<file path="config.mk">
export PLATFORM = sky130hd
export DESIGN_NAME = sdram_multi_arbiter_flat
export DESIGN_NICKNAME = d
export VERILOG_FILES = /design/src/rtl/sdram_arbiter_pkg.sv /design/src/rtl/sdram_multi_arbiter_if.sv /design/src/rtl/sdram_arbiter_owner_fifo.sv /design/src/rtl/sdram_multi_arbiter.sv /design/src/flat_wrapper.sv
export SDC_FILE = /design/constraint.sdc
export NUM_CORES = 1
export LEC_CHECK = 0
export BUFFER_PORTS_ARGS = -buffer_cell sky130_fd_sc_hd__buf_4
export CORE_AREA = 2 2 150 152
export CTS_CLUSTER_SIZE = 30
export DETAILED_ROUTE_END_ITERATION = 12
export DIE_AREA = 0 0 152 154
export PLACE_DENSITY = 0.44
export SYNTH_ARGS = -nofsm -noshare
export SYNTH_HDL_FRONTEND = slang
export SYNTH_SLANG_ARGS = --single-unit
</file>
<file path="constraint.sdc">
create_clock -name clk -period 2.5 [get_ports clk]
set_input_delay 0 -clock clk [delete_from_list [all_inputs] [get_ports clk]]
set_output_delay 0 -clock clk [all_outputs]
set_load 0.01 [all_outputs]
</file>
<file path="src/rtl/sdram_arbiter_pkg.sv">
// rtl/sdram_arbiter_pkg.sv - shared types and helpers for the multi-port SDRAM arbiter
package sdram_arbiter_pkg;

  typedef enum logic {
    PRIO_FIXED = 1'b0,
    PRIO_RR    = 1'b1
  } priority_mode_e;

  // Port-index width; a single-bit index is kept even for degenerate port counts.
  function automatic int idxWidth(input int numPorts);
    return (numPorts > 1) ? $clog2(numPorts) : 1;
  endfunction

endpackage

</file>
<file path="src/rtl/sdram_multi_arbiter_if.sv">
// rtl/sdram_multi_arbiter_if.sv - bundled master-port and controller-side signals of the arbiter
interface sdram_multi_arbiter_if #(
  parameter int NUM_PORTS  = 4,
  parameter int ADDR_WIDTH = 21,
  parameter int DATA_WIDTH = 32
);
  logic [NUM_PORTS-1:0]              portChipEnable;
  logic [NUM_PORTS-1:0]              portRead;
  logic [NUM_PORTS-1:0]              portWrite;
  logic [NUM_PORTS*DATA_WIDTH/8-1:0] portBwe;
  logic [NUM_PORTS*ADDR_WIDTH-1:0]   portAddress;
  logic [NUM_PORTS*DATA_WIDTH-1:0]   portDataIn;
  logic [NUM_PORTS-1:0]              portWaitRequest;
  logic [NUM_PORTS-1:0]              portReadValid;
  logic [DATA_WIDTH-1:0]             portDataOut;

  logic                              sdramChipEnable;
  logic                              sdramRead;
  logic                              sdramWrite;
  logic [DATA_WIDTH/8-1:0]           sdramBwe;
  logic [ADDR_WIDTH-1:0]             sdramAddress;
  logic [DATA_WIDTH-1:0]             sdramDataIn;
  logic                              sdramWaitRequest;
  logic                              sdramReadValid;
  logic [DATA_WIDTH-1:0]             sdramDataOut;

  modport slave (
    input  portChipEnable, portRead, portWrite, portBwe, portAddress, portDataIn,
    input  sdramWaitRequest, sdramReadValid, sdramDataOut,
    output portWaitRequest, portReadValid, portDataOut,
    output sdramChipEnable, sdramRead, sdramWrite, sdramBwe, sdramAddress, sdramDataIn
  );

  modport master (
    output portChipEnable, portRead, portWrite, portBwe, portAddress, portDataIn,
    output sdramWaitRequest, sdramReadValid, sdramDataOut,
    input  portWaitRequest, portReadValid, portDataOut,
    input  sdramChipEnable, sdramRead, sdramWrite, sdramBwe, sdramAddress, sdramDataIn
  );
endinterface

</file>
<file path="src/rtl/sdram_arbiter_owner_fifo.sv">
// rtl/sdram_arbiter_owner_fifo.sv - in-order FIFO of port indices that own outstanding reads
module sdram_arbiter_owner_fifo #(
  parameter int WIDTH = 2,
  parameter int DEPTH = 8
) (
  input  logic                   clk,
  input  logic                   reset,
  input  logic                   push,
  input  logic                   pop,
  input  logic [WIDTH-1:0]       pushData,
  output logic [WIDTH-1:0]       headData,
  output logic [$clog2(DEPTH):0] count,
  output logic                   full,
  output logic                   empty
);
  localparam int PW = $clog2(DEPTH);

  logic [WIDTH-1:0] mem [DEPTH];
  logic [PW-1:0]    wrPtr;
  logic [PW-1:0]    rdPtr;
  logic             doPush;
  logic             doPop;

  assign full     = (count == (PW+1)'(DEPTH));
  assign empty    = (count == '0);
  assign doPush   = push & !full;
  assign doPop    = pop & !empty;
  assign headData = mem[rdPtr];

  always_ff @(posedge clk) begin
    if (doPush) mem[wrPtr] <= pushData;
  end

  always_ff @(posedge clk) begin
    if (reset) begin
      wrPtr <= '0;
      rdPtr <= '0;
      count <= '0;
    end else begin
      if (doPush) wrPtr <= wrPtr + 1'b1;
      if (doPop)  rdPtr <= rdPtr + 1'b1;
      case ({doPush, doPop})
        2'b10:   count <= count + 1'b1;
        2'b01:   count <= count - 1'b1;
        default: count <= count;
      endcase
    end
  end
endmodule

</file>
<file path="src/rtl/sdram_multi_arbiter.sv">
// rtl/sdram_multi_arbiter.sv - N-port arbiter in front of one SDRAM controller port with in-order read steering
module sdram_multi_arbiter
  import sdram_arbiter_pkg::*;
#(
  parameter int NUM_PORTS       = 4,
  parameter int ADDR_WIDTH      = 21,
  parameter int DATA_WIDTH      = 32,
  parameter int MAX_OUTSTANDING = 8,
  parameter int PRIORITY_MODE   = 0
) (
  input  logic                             clk,
  input  logic                             reset,
  sdram_multi_arbiter_if.slave             bus,
  output logic [$clog2(MAX_OUTSTANDING):0] outstandingReads,
  output logic                             protocolError
);
  localparam int IW = idxWidth(NUM_PORTS);
  localparam int BW = DATA_WIDTH / 8;

  logic [NUM_PORTS-1:0] eligible;
  logic [NUM_PORTS-1:0] grantOneHot;
  logic [IW-1:0]        grantIdx;
  logic [IW-1:0]        candIdx;
  logic [IW-1:0]        rrPtr;
  logic [IW-1:0]        headIdx;
  logic                 grantValid;
  logic                 issueRead;
  logic                 accept;
  logic                 popValid;
  logic                 fifoFull;
  logic                 fifoEmpty;

  // Reset masks every request so nothing is granted or accepted while it is held.
  assign eligible = reset ? '0 : (bus.portWrite | (bus.portRead & {NUM_PORTS{!fifoFull}}));

  always_comb begin
    grantValid = 1'b0;
    grantIdx   = '0;
    candIdx    = '0;
    for (int k = 0; k < NUM_PORTS; k++) begin
      if (PRIORITY_MODE == int'(PRIO_RR)) candIdx = IW'((int'(rrPtr) + k) % NUM_PORTS);
      else                                candIdx = IW'(k);
      if (!grantValid && eligible[candIdx]) begin
        grantValid = 1'b1;
        grantIdx   = candIdx;
      end
    end
  end

  assign grantOneHot = grantValid ? (NUM_PORTS'(1) << grantIdx) : '0;
  assign issueRead   = grantValid & bus.portRead[grantIdx] & !fifoFull;
  assign accept      = grantValid & !bus.sdramWaitRequest;

  assign bus.sdramChipEnable = |bus.portChipEnable;
  assign bus.sdramRead       = issueRead;
  assign bus.sdramWrite      = grantValid & !issueRead;
  assign bus.sdramAddress    = bus.portAddress[int'(grantIdx)*ADDR_WIDTH +: ADDR_WIDTH];
  assign bus.sdramBwe        = bus.portBwe[int'(grantIdx)*BW +: BW];
  assign bus.sdramDataIn     = bus.portDataIn[int'(grantIdx)*DATA_WIDTH +: DATA_WIDTH];
  assign bus.portWaitRequest = ~(grantOneHot & {NUM_PORTS{!bus.sdramWaitRequest}});

  // Returned data is steered in the same cycle from the oldest owner tag.
  assign popValid          = !reset & bus.sdramReadValid & !fifoEmpty;
  assign bus.portReadValid = popValid ? (NUM_PORTS'(1) << headIdx) : '0;
  assign bus.portDataOut   = bus.sdramDataOut;

  sdram_arbiter_owner_fifo #(
    .WIDTH (IW),
    .DEPTH (MAX_OUTSTANDING)
  ) ownerFifo (
    .clk      (clk),
    .reset    (reset),
    .push     (accept & issueRead),
    .pop      (popValid),
    .pushData (grantIdx),
    .headData (headIdx),
    .count    (outstandingReads),
    .full     (fifoFull),
    .empty    (fifoEmpty)
  );

  always_ff @(posedge clk) begin
    if (reset) begin
      rrPtr         <= '0;
      protocolError <= 1'b0;
    end else begin
      if (accept && PRIORITY_MODE == int'(PRIO_RR))
        rrPtr <= (grantIdx == IW'(NUM_PORTS-1)) ? '0 : grantIdx + 1'b1;
      if (bus.sdramReadValid && fifoEmpty)
        protocolError <= 1'b1;
    end
  end
endmodule

</file>
<file path="src/flat_wrapper.sv">
// flat-port wrapper written by rule: the top's interface ports become plain ports
module sdram_multi_arbiter_flat import sdram_arbiter_pkg::*;
#(
  parameter int NUM_PORTS       = 4,
  parameter int ADDR_WIDTH      = 21,
  parameter int DATA_WIDTH      = 32,
  parameter int MAX_OUTSTANDING = 8,
  parameter int PRIORITY_MODE   = 0
)
  (clk, reset, outstandingReads, protocolError, bus_portChipEnable, bus_portRead, bus_portWrite, bus_portBwe, bus_portAddress, bus_portDataIn, bus_sdramWaitRequest, bus_sdramReadValid, bus_sdramDataOut, bus_portWaitRequest, bus_portReadValid, bus_portDataOut, bus_sdramChipEnable, bus_sdramRead, bus_sdramWrite, bus_sdramBwe, bus_sdramAddress, bus_sdramDataIn);
  sdram_multi_arbiter_if #(.NUM_PORTS(NUM_PORTS), .ADDR_WIDTH(ADDR_WIDTH), .DATA_WIDTH(DATA_WIDTH)) bus_i ();
  input  logic clk;
  input  logic reset;
  output logic [$clog2(MAX_OUTSTANDING):0] outstandingReads;
  output logic protocolError;
  input wire logic [$bits(bus_i.portChipEnable)-1:0] bus_portChipEnable;
  input wire logic [$bits(bus_i.portRead)-1:0] bus_portRead;
  input wire logic [$bits(bus_i.portWrite)-1:0] bus_portWrite;
  input wire logic [$bits(bus_i.portBwe)-1:0] bus_portBwe;
  input wire logic [$bits(bus_i.portAddress)-1:0] bus_portAddress;
  input wire logic [$bits(bus_i.portDataIn)-1:0] bus_portDataIn;
  input wire logic [$bits(bus_i.sdramWaitRequest)-1:0] bus_sdramWaitRequest;
  input wire logic [$bits(bus_i.sdramReadValid)-1:0] bus_sdramReadValid;
  input wire logic [$bits(bus_i.sdramDataOut)-1:0] bus_sdramDataOut;
  output wire logic [$bits(bus_i.portWaitRequest)-1:0] bus_portWaitRequest;
  output wire logic [$bits(bus_i.portReadValid)-1:0] bus_portReadValid;
  output wire logic [$bits(bus_i.portDataOut)-1:0] bus_portDataOut;
  output wire logic [$bits(bus_i.sdramChipEnable)-1:0] bus_sdramChipEnable;
  output wire logic [$bits(bus_i.sdramRead)-1:0] bus_sdramRead;
  output wire logic [$bits(bus_i.sdramWrite)-1:0] bus_sdramWrite;
  output wire logic [$bits(bus_i.sdramBwe)-1:0] bus_sdramBwe;
  output wire logic [$bits(bus_i.sdramAddress)-1:0] bus_sdramAddress;
  output wire logic [$bits(bus_i.sdramDataIn)-1:0] bus_sdramDataIn;
  assign bus_i.portChipEnable = bus_portChipEnable;
  assign bus_i.portRead = bus_portRead;
  assign bus_i.portWrite = bus_portWrite;
  assign bus_i.portBwe = bus_portBwe;
  assign bus_i.portAddress = bus_portAddress;
  assign bus_i.portDataIn = bus_portDataIn;
  assign bus_i.sdramWaitRequest = bus_sdramWaitRequest;
  assign bus_i.sdramReadValid = bus_sdramReadValid;
  assign bus_i.sdramDataOut = bus_sdramDataOut;
  assign bus_portWaitRequest = bus_i.portWaitRequest;
  assign bus_portReadValid = bus_i.portReadValid;
  assign bus_portDataOut = bus_i.portDataOut;
  assign bus_sdramChipEnable = bus_i.sdramChipEnable;
  assign bus_sdramRead = bus_i.sdramRead;
  assign bus_sdramWrite = bus_i.sdramWrite;
  assign bus_sdramBwe = bus_i.sdramBwe;
  assign bus_sdramAddress = bus_i.sdramAddress;
  assign bus_sdramDataIn = bus_i.sdramDataIn;
  sdram_multi_arbiter #(.NUM_PORTS(NUM_PORTS), .ADDR_WIDTH(ADDR_WIDTH), .DATA_WIDTH(DATA_WIDTH), .MAX_OUTSTANDING(MAX_OUTSTANDING), .PRIORITY_MODE(PRIORITY_MODE)) u_core (.clk(clk), .reset(reset), .bus(bus_i), .outstandingReads(outstandingReads), .protocolError(protocolError));
endmodule
</file>
# Yosys cells after proc, flatten, opt, wreduce, memory -nomap -nowiden
# Memories as Yosys holds them, arrays and structs flattened. A register that Yosys moved wholly into a read port is not among the register bits.
# Cells that the tools add are included.
[op_classes] add_sub_neg=4 mul=1 order_cmp=1 eq_ne=3 shifts=5 mux=17 bitwise_logic=13 reduce_logical=15
[ops] op="variable part select 128 x 8 -> 32 bit" n=1
[ops] op="variable part select 84 x 32 -> 21 bit" n=1
[ops] op="variable part select 16 x 5 -> 4 bit" n=1
[ops] op="2-to-1 mux 4 bit" n=3
[ops] op="bitwise AND 1 bit" n=9
[ops] op="bitwise AND 4 bit" n=2
[ops] op="logical NOT 1 bit" n=8
[ops] op="2-to-1 mux 1 bit" n=8
[ops] op="one-hot mux 4 bit (2 select lines)" n=1
[ops] op="<< shifter 1 x 2 -> 4 bit, first input constant" n=2
[ops] op="multiplier 2 x 5 -> 7 bit, second input constant" n=1
[ops] op="adder 3 x 1 -> 3 bit, second input constant" n=2
[ops] op="2-to-1 mux 3 bit" n=2
[ops] op="adder 4 x 1 -> 4 bit, second input constant" n=1
[ops] op="equality test 4 bit, second input constant" n=1
[ops] op="logical AND 1 bit" n=4
[ops] op="logical NOT 4 bit" n=1
[ops] op="2-to-1 mux 2 bit" n=2
[ops] op="inverter 4 bit" n=1
[ops] op="bitwise OR 4 bit" n=1
[ops] op="OR reduction 4 bit" n=1
[ops] op="subtractor 4 x 1 -> 4 bit, second input constant" n=1
[ops] op="< comparator 2 x 3 -> 1 bit, second input constant" n=1
[ops] op="binary-select mux 1 bit (select 2 bit)" n=1
[ops] op="other kinds (3)" n=3
[word_totals] register_bits=11 mem_bits_rw=16 in_bits=276 output_inout_bits=105 word_cells=64 mem_count=1
[memory_table] name="u_core.ownerFifo.mem" words=8 word_bits=2 rd=1 rd_clocked_by_memory_dff=1 wr=1 line_no="sdram_arbiter_owner_fifo.sv:18" source="logic [WIDTH-1:0] mem [DEPTH];"

# Longest topological paths before layout
[logic_depth] word_depth=23 depth_mapped=13 depth_no_buf=11

# Hierarchy
# Synthesis repeated with hierarchy kept, for this count alone.
[unflattened] cells_unflattened=601 area_unflattened_um2=4903.5
[modules_own_cells] mod="sdram_multi_arbiter" instances=1 cells_per_inst=505 area_each_um2=3638.5 seq_area_each_um2=20.0
[modules_own_cells] mod="sdram_arbiter_owner_fifo" instances=1 cells_per_inst=96 area_each_um2=1265.0 seq_area_each_um2=740.7

# Least setup slack after synthesis
# No wires, ideal clock.
[synth_timing] path_type="flip-flop to flip-flop" start="register u_core.ownerFifo.count[1]" end="register u_core.ownerFifo.count[2]" setup_ns=0.071 t_arrival_ns=2.666 required_time_ns=2.429 path_slack_ns=-0.236 path_stages_with_launch=14 period_less_slack_ns=2.736 path_cell_list="dfxtp_1 > buf_2 > or4b_1 > buf_2 > and3_1 > clkbuf_1 > nand3_1 > ha_1 > xor2_1 > ha_1 > a21oi_1 > xor2_1 > or3_1 > a21oi_1"
[synth_via] elab_chain_cells=23
[synth_rtl] item="start, declared" line_no="sdram_arbiter_owner_fifo.sv:12" source="output logic [$clog2(DEPTH):0] count,"
[synth_rtl] item="start signal, assigned" line_no="sdram_arbiter_owner_fifo.sv:43" source="2'b10: count <= count + 1'b1;"
[synth_rtl] item="start signal, assigned" line_no="sdram_arbiter_owner_fifo.sv:44" source="2'b01: count <= count - 1'b1;"
[synth_rtl] item="start signal, assigned" line_no="sdram_arbiter_owner_fifo.sv:45" source="default: count <= count;"
[synth_rtl] item="equality test 4 bit" line_no="sdram_arbiter_owner_fifo.sv:24" source="assign full = (count == (PW+1)'(DEPTH));"
[synth_rtl] item="logical NOT 1 bit" line_no="sdram_arbiter_owner_fifo.sv:26, sdram_multi_arbiter.sv:34, sdram_multi_arbiter.sv:51"
[synth_rtl] item="bitwise AND 4 bit" line_no="sdram_multi_arbiter.sv:34" source="assign eligible = reset ? '0 : (bus.portWrite | (bus.portRead & {NUM_PORTS{!fifoFull}}));"
[synth_rtl] item="bitwise OR 4 bit" line_no="sdram_multi_arbiter.sv:34"
[synth_rtl] item="2-to-1 mux 4 bit" line_no="sdram_multi_arbiter.sv:34"
[synth_rtl] item="2-to-1 mux 1 bit" line_no="sdram_multi_arbiter.sv:43" source="if (!grantValid && eligible[candIdx]) begin"
[synth_rtl] item="logical NOT 1 bit" line_no="sdram_multi_arbiter.sv:43"
[synth_rtl] item="logical AND 1 bit" line_no="sdram_multi_arbiter.sv:43"
[synth_rtl] item="[... 6 more ...]"
[synth_rtl] item="2-to-1 mux 2 bit" line_no="sdram_multi_arbiter.sv:43"
[synth_rtl] item="binary-select mux 1 bit (select 2 bit)" line_no="sdram_multi_arbiter.sv:51" source="assign issueRead = grantValid & bus.portRead[grantIdx] & !fifoFull;"
[synth_rtl] item="2-to-1 mux 1 bit (not written as such)" line_no="sdram_multi_arbiter.sv:51"
[synth_rtl] item="bitwise AND 1 bit (2 in series)" line_no="sdram_multi_arbiter.sv:51"
[synth_rtl] item="bitwise AND 1 bit" line_no="sdram_multi_arbiter.sv:73" source=".push (accept & issueRead),"
[synth_rtl] item="bitwise AND 1 bit" line_no="sdram_arbiter_owner_fifo.sv:26" source="assign doPush = push & !full;"
[synth_rtl] item="equality test 2 x 1 -> 1 bit or equality test 2 bit (tied branches)" line_no="sdram_arbiter_owner_fifo.sv:42" source="case ({doPush, doPop})"
[synth_rtl] item="one-hot mux 4 bit (2 select lines) or nonzero test 2 bit (tied branches)"
# Parallel ways exist; a longest one is shown, timed or not. The select of a mux whose other input is x is not followed.
# A chain may end at the register's enable or synchronous reset.

# Worst setup path in the final report
[layout_timing] start="register u_core.ownerFifo.count[2]" end="output port bus_sdramDataIn[2]"
[layout_via] elab_chain_cells=16
[layout_rtl] item="equality test 4 bit *" line_no="sdram_arbiter_owner_fifo.sv:24"
[layout_rtl] item="logical NOT 1 bit *" line_no="sdram_multi_arbiter.sv:34"
[layout_rtl] item="bitwise AND 4 bit *" line_no="sdram_multi_arbiter.sv:34"
[layout_rtl] item="bitwise OR 4 bit *" line_no="sdram_multi_arbiter.sv:34"
[layout_rtl] item="2-to-1 mux 4 bit *" line_no="sdram_multi_arbiter.sv:34"
[layout_rtl] item="2-to-1 mux 1 bit" line_no="sdram_multi_arbiter.sv:43"
[layout_rtl] item="logical NOT 1 bit" line_no="sdram_multi_arbiter.sv:43"
[layout_rtl] item="logical AND 1 bit" line_no="sdram_multi_arbiter.sv:43"
[layout_rtl] item="2-to-1 mux 1 bit" line_no="sdram_multi_arbiter.sv:43"
[layout_rtl] item="logical NOT 1 bit" line_no="sdram_multi_arbiter.sv:43"
[layout_rtl] item="logical AND 1 bit" line_no="sdram_multi_arbiter.sv:43"
[layout_rtl] item="2-to-1 mux 1 bit" line_no="sdram_multi_arbiter.sv:43"
[layout_rtl] item="logical NOT 1 bit" line_no="sdram_multi_arbiter.sv:43"
[layout_rtl] item="logical AND 1 bit" line_no="sdram_multi_arbiter.sv:43"
[layout_rtl] item="2-to-1 mux 2 bit *" line_no="sdram_multi_arbiter.sv:43"
[layout_rtl] item="variable part select 128 x 8 -> 32 bit *" line_no="sdram_multi_arbiter.sv:59" source="assign bus.sdramDataIn = bus.portDataIn[int'(grantIdx)*DATA_WIDTH +: DATA_WIDTH];"
[layout_rtl] item="end, declared" line_no="flat_wrapper.sv:33" source="output wire logic [$bits(bus_i.sdramDataIn)-1:0] bus_sdramDataIn;"
# Mark *: on every way between the ends. The rest lies on a longest branch, timed or not.

==> metrics <==
outcome=complete, but fails checks; failing checks=negative setup slack; row count=54; vias in the first global route=4,411; critical path launch point type=flip-flop; largest family of logic cells by synthesized area=compound AO/OA/AOI/OAI gates; Root Buffer=clkbuf_16; #FFs+latches synth=30; worst skew pair latency=0.27 ns; initial core utilization=15.1%; Post-Syn Instances=380; slew margin rel.=62.5%; post-DR wirelength/cell=21.7 um; Final Max Slew Viols=0; die area=23,400 um2; 1st-iter DRT viols=226; Worst Tran Pin Value=0.554 ns; Max VDD drop=0.000201 V; clock sink count=30; synth unique cells=46; Post-route DRC=0; Synth Area in Simple Gates=11.6%; antenna-violating nets left=0; EDFF count, synth=16; RD Place Congestion=0.848; post-synth net total=661; CP endpoint kind=output port; CP required=2.50 ns; Via-to-Cell Ratio=4.47; DPL Wire Length=16.7 mm; Fmax=391 MHz; global-route wire length before repair=27.9 mm; Chip Height=154 um; r2r setup slk=0.13 ns; clock skew=0.00212 ns; CTS tree=built; largest net degree at the start of global routing=37; Synth async-reset ratio=0%; Critical-path top delay cell=or4b_4; CP max FO=7; post-synthesis mux area share=21.5%; grt ovf=0; io pins=381; Worst Hold Class=primary input to output port; Post-Route WL=21.3 mm; Layout area overhead=112%; crit path cell chain=or4b_4, buf_4, a21oi_4, nor3_4, or2_4, buf_12, clkbuf_16, o21ai_4, buf_6; CTS H-Tree Depth=2; Reg clk slew, reported paths=0.05 ns; vias=4,384; CTS max path bufs=2; Setup CP Type=flip-flop to output port; Setup TNS=-0.170 ns; register area share after synthesis=23.3%; initial antenna violation count=2; syn_area_per_cell=8.60 um2; area share of fa/ha/maj cells after synthesis=1.91%; Hold WS=0.0000144 ns; Compound-Gate Fraction of Synth Area=27.8%; max-cap violations=0; gr usage total=15.6%; Primary FF master, synth=edfxtp_1; Port Buf Inserts=316; Placeable Area=21,700 um2; critical path arrival=2.56 ns; final hold violation count=0; Tcrit/Tclk final=102%; fin crit period=2.56 ns; final net count=980; die width=152 um; Max stage delay on crit path=0.58 ns; total CTS buffers=5; Setup-failing EPs final=9; Post-Synth XOR/XNOR Area=1.07%; drt pass-1 iters=5; Synth Warn #=0; unrepaired setup endpoints after global routing=yes; P per Cell Area=297 nW/um2; pre-CTS worst setup slack=-0.0865 ns; total chip power=2060 uW; layout cells sized above 1=64.1%; n_diodes=0; leakage power=0.00322 uW; Final WS setup=-0.0550 ns; Cell Area, Synth=3270 um2
[worst paths after layout]
kind	depth (start not counted)	to	start
setup / recovery	9	bus_sdramDataIn[2]	u_core.ownerFifo.count[2]
hold / removal	0	bus_portDataOut[19]	bus_sdramDataOut[19]
setup reg to reg	10	u_core.ownerFifo.count[2]	u_core.ownerFifo.count[2]
hold reg to reg	2	u_core.protocolError	u_core.protocolError
[per-stage QoR]
step	cells	cell area, um2	util (%)
3_3_place_gp	952	5990	27.6
6_report	980	6920	31.9
3_5_place_dp	952	5990	27.6
5_1_grt	980	6920	31.9
4_1_cts	965	6330	29.2
2_1_floorplan	380	3300	-
[placed cells by master, fill, tap and decap left out, types with 13 or more instances in the layout]
master / n
nor2_1: 13
buf_4: 331
o21ai_2: 18
o21ai_1: 31
mux2i_1: 43
clkbuf_16: 14
edfxtp_1: 16
mux2i_2: 13
nand2_1: 14
buf_6: 18
a22oi_1: 50
[final cells by class]
type | instances | area [um2]
clock buffers | 5 | 125
clock inverters | 3 | 16.3
fillers | 2294 | 14800
inverters | 7 | 26.3
multi-input cells | 281 | 2430
flip-flops and latches | 30 | 764
well taps | 280 | 350
repair buffers | 374 | 3210
[power breakdown]
part	internal, uW	switching [uW]	leakage [uW]	total, uW
clock network	362	201	0.0000672	563
registers	533	14.9	0.000263	548
logic	555	389	0.00289	944
total	1450	605	0.00322	2060
[sequential cells by signal, indices dropped and copies added, names as in the netlist, named ones only]
signal / flops
u_core.ownerFifo.wrPtr: 3
u_core.ownerFifo.rdPtr: 3
u_core.ownerFifo.mem: 16
u_core.protocolError: 1
u_core.ownerFifo.count: 4
[per-layer routing]
metal | vias up | share of wire, % | GRT usage, %
met4 | 4 | 1.3 | 2.45
li1 | 2071 | - | -
met3 | 21 | 9.9 | 6.48
met2 | 244 | 45 | 23.8
met1 | 2044 | 44 | 20.9
met5 | - | 0.11 | 0.621
[logic make-up (layout without fill, tap and decap cells)]
| kind of cell | count (synthesis) | in the layout |
|---|---|---|
| adder cells (fa/ha/maj) | 5 | 5 |
| multiplexers | 65 | 65 |
| AND/OR/NAND/NOR | 65 | 65 |
| AO/OA/AOI/OAI | 142 | 142 |
| XOR/XNOR | 4 | 4 |
| flip-flops | 30 | 30 |
| buffers and inverters | 69 | 389 |
[worst max-delay path, delay by kind of cell, from the launching register on]
kind,cells,cell delay [ns]
flip-flops,1,0.31
AND/OR/NAND/NOR,3,0.92
buffers and inverters,4,0.65
AO/OA/AOI/OAI,2,0.39
[cell usage after synthesis (3+ instances only)]
| cell | number | share of area, % |
|---|---|---|
| mux2i_1 | 59 | 18 |
| inv_1 | 7 | 0.80 |
| edfxtp_1 | 16 | 15 |
| nor4bb_1 | 3 | 0.92 |
| buf_4 | 39 | 9.0 |
| o21a_1 | 3 | 0.69 |
| o21ai_1 | 56 | 8.6 |
| nor2_1 | 14 | 1.6 |
| dfxtp_1 | 14 | 8.6 |
| o21ai_0 | 4 | 0.61 |
| buf_2 | 10 | 1.5 |
| ha_1 | 5 | 1.9 |
| nor4b_1 | 3 | 0.80 |
| nor3_1 | 4 | 0.61 |
| nor4_1 | 7 | 1.3 |
| a21oi_1 | 10 | 1.5 |
| a22oi_1 | 55 | 13 |
| xor2_1 | 4 | 1.1 |
| or3_1 | 3 | 0.57 |
| nand2_1 | 15 | 1.7 |
| clkbuf_1 | 11 | 1.3 |
| mux4_2 | 4 | 2.8 |
[repair_timing]
action,CTS,global route
gates cloned,0,11
pin swaps,2,8
resized for setup,31,66
hold endpoints to repair,1,0
hold buffers,1,0
endpoints found under the setup margin,57,59
buffers inserted,4,8
Power figures use the tool's default switching activity.
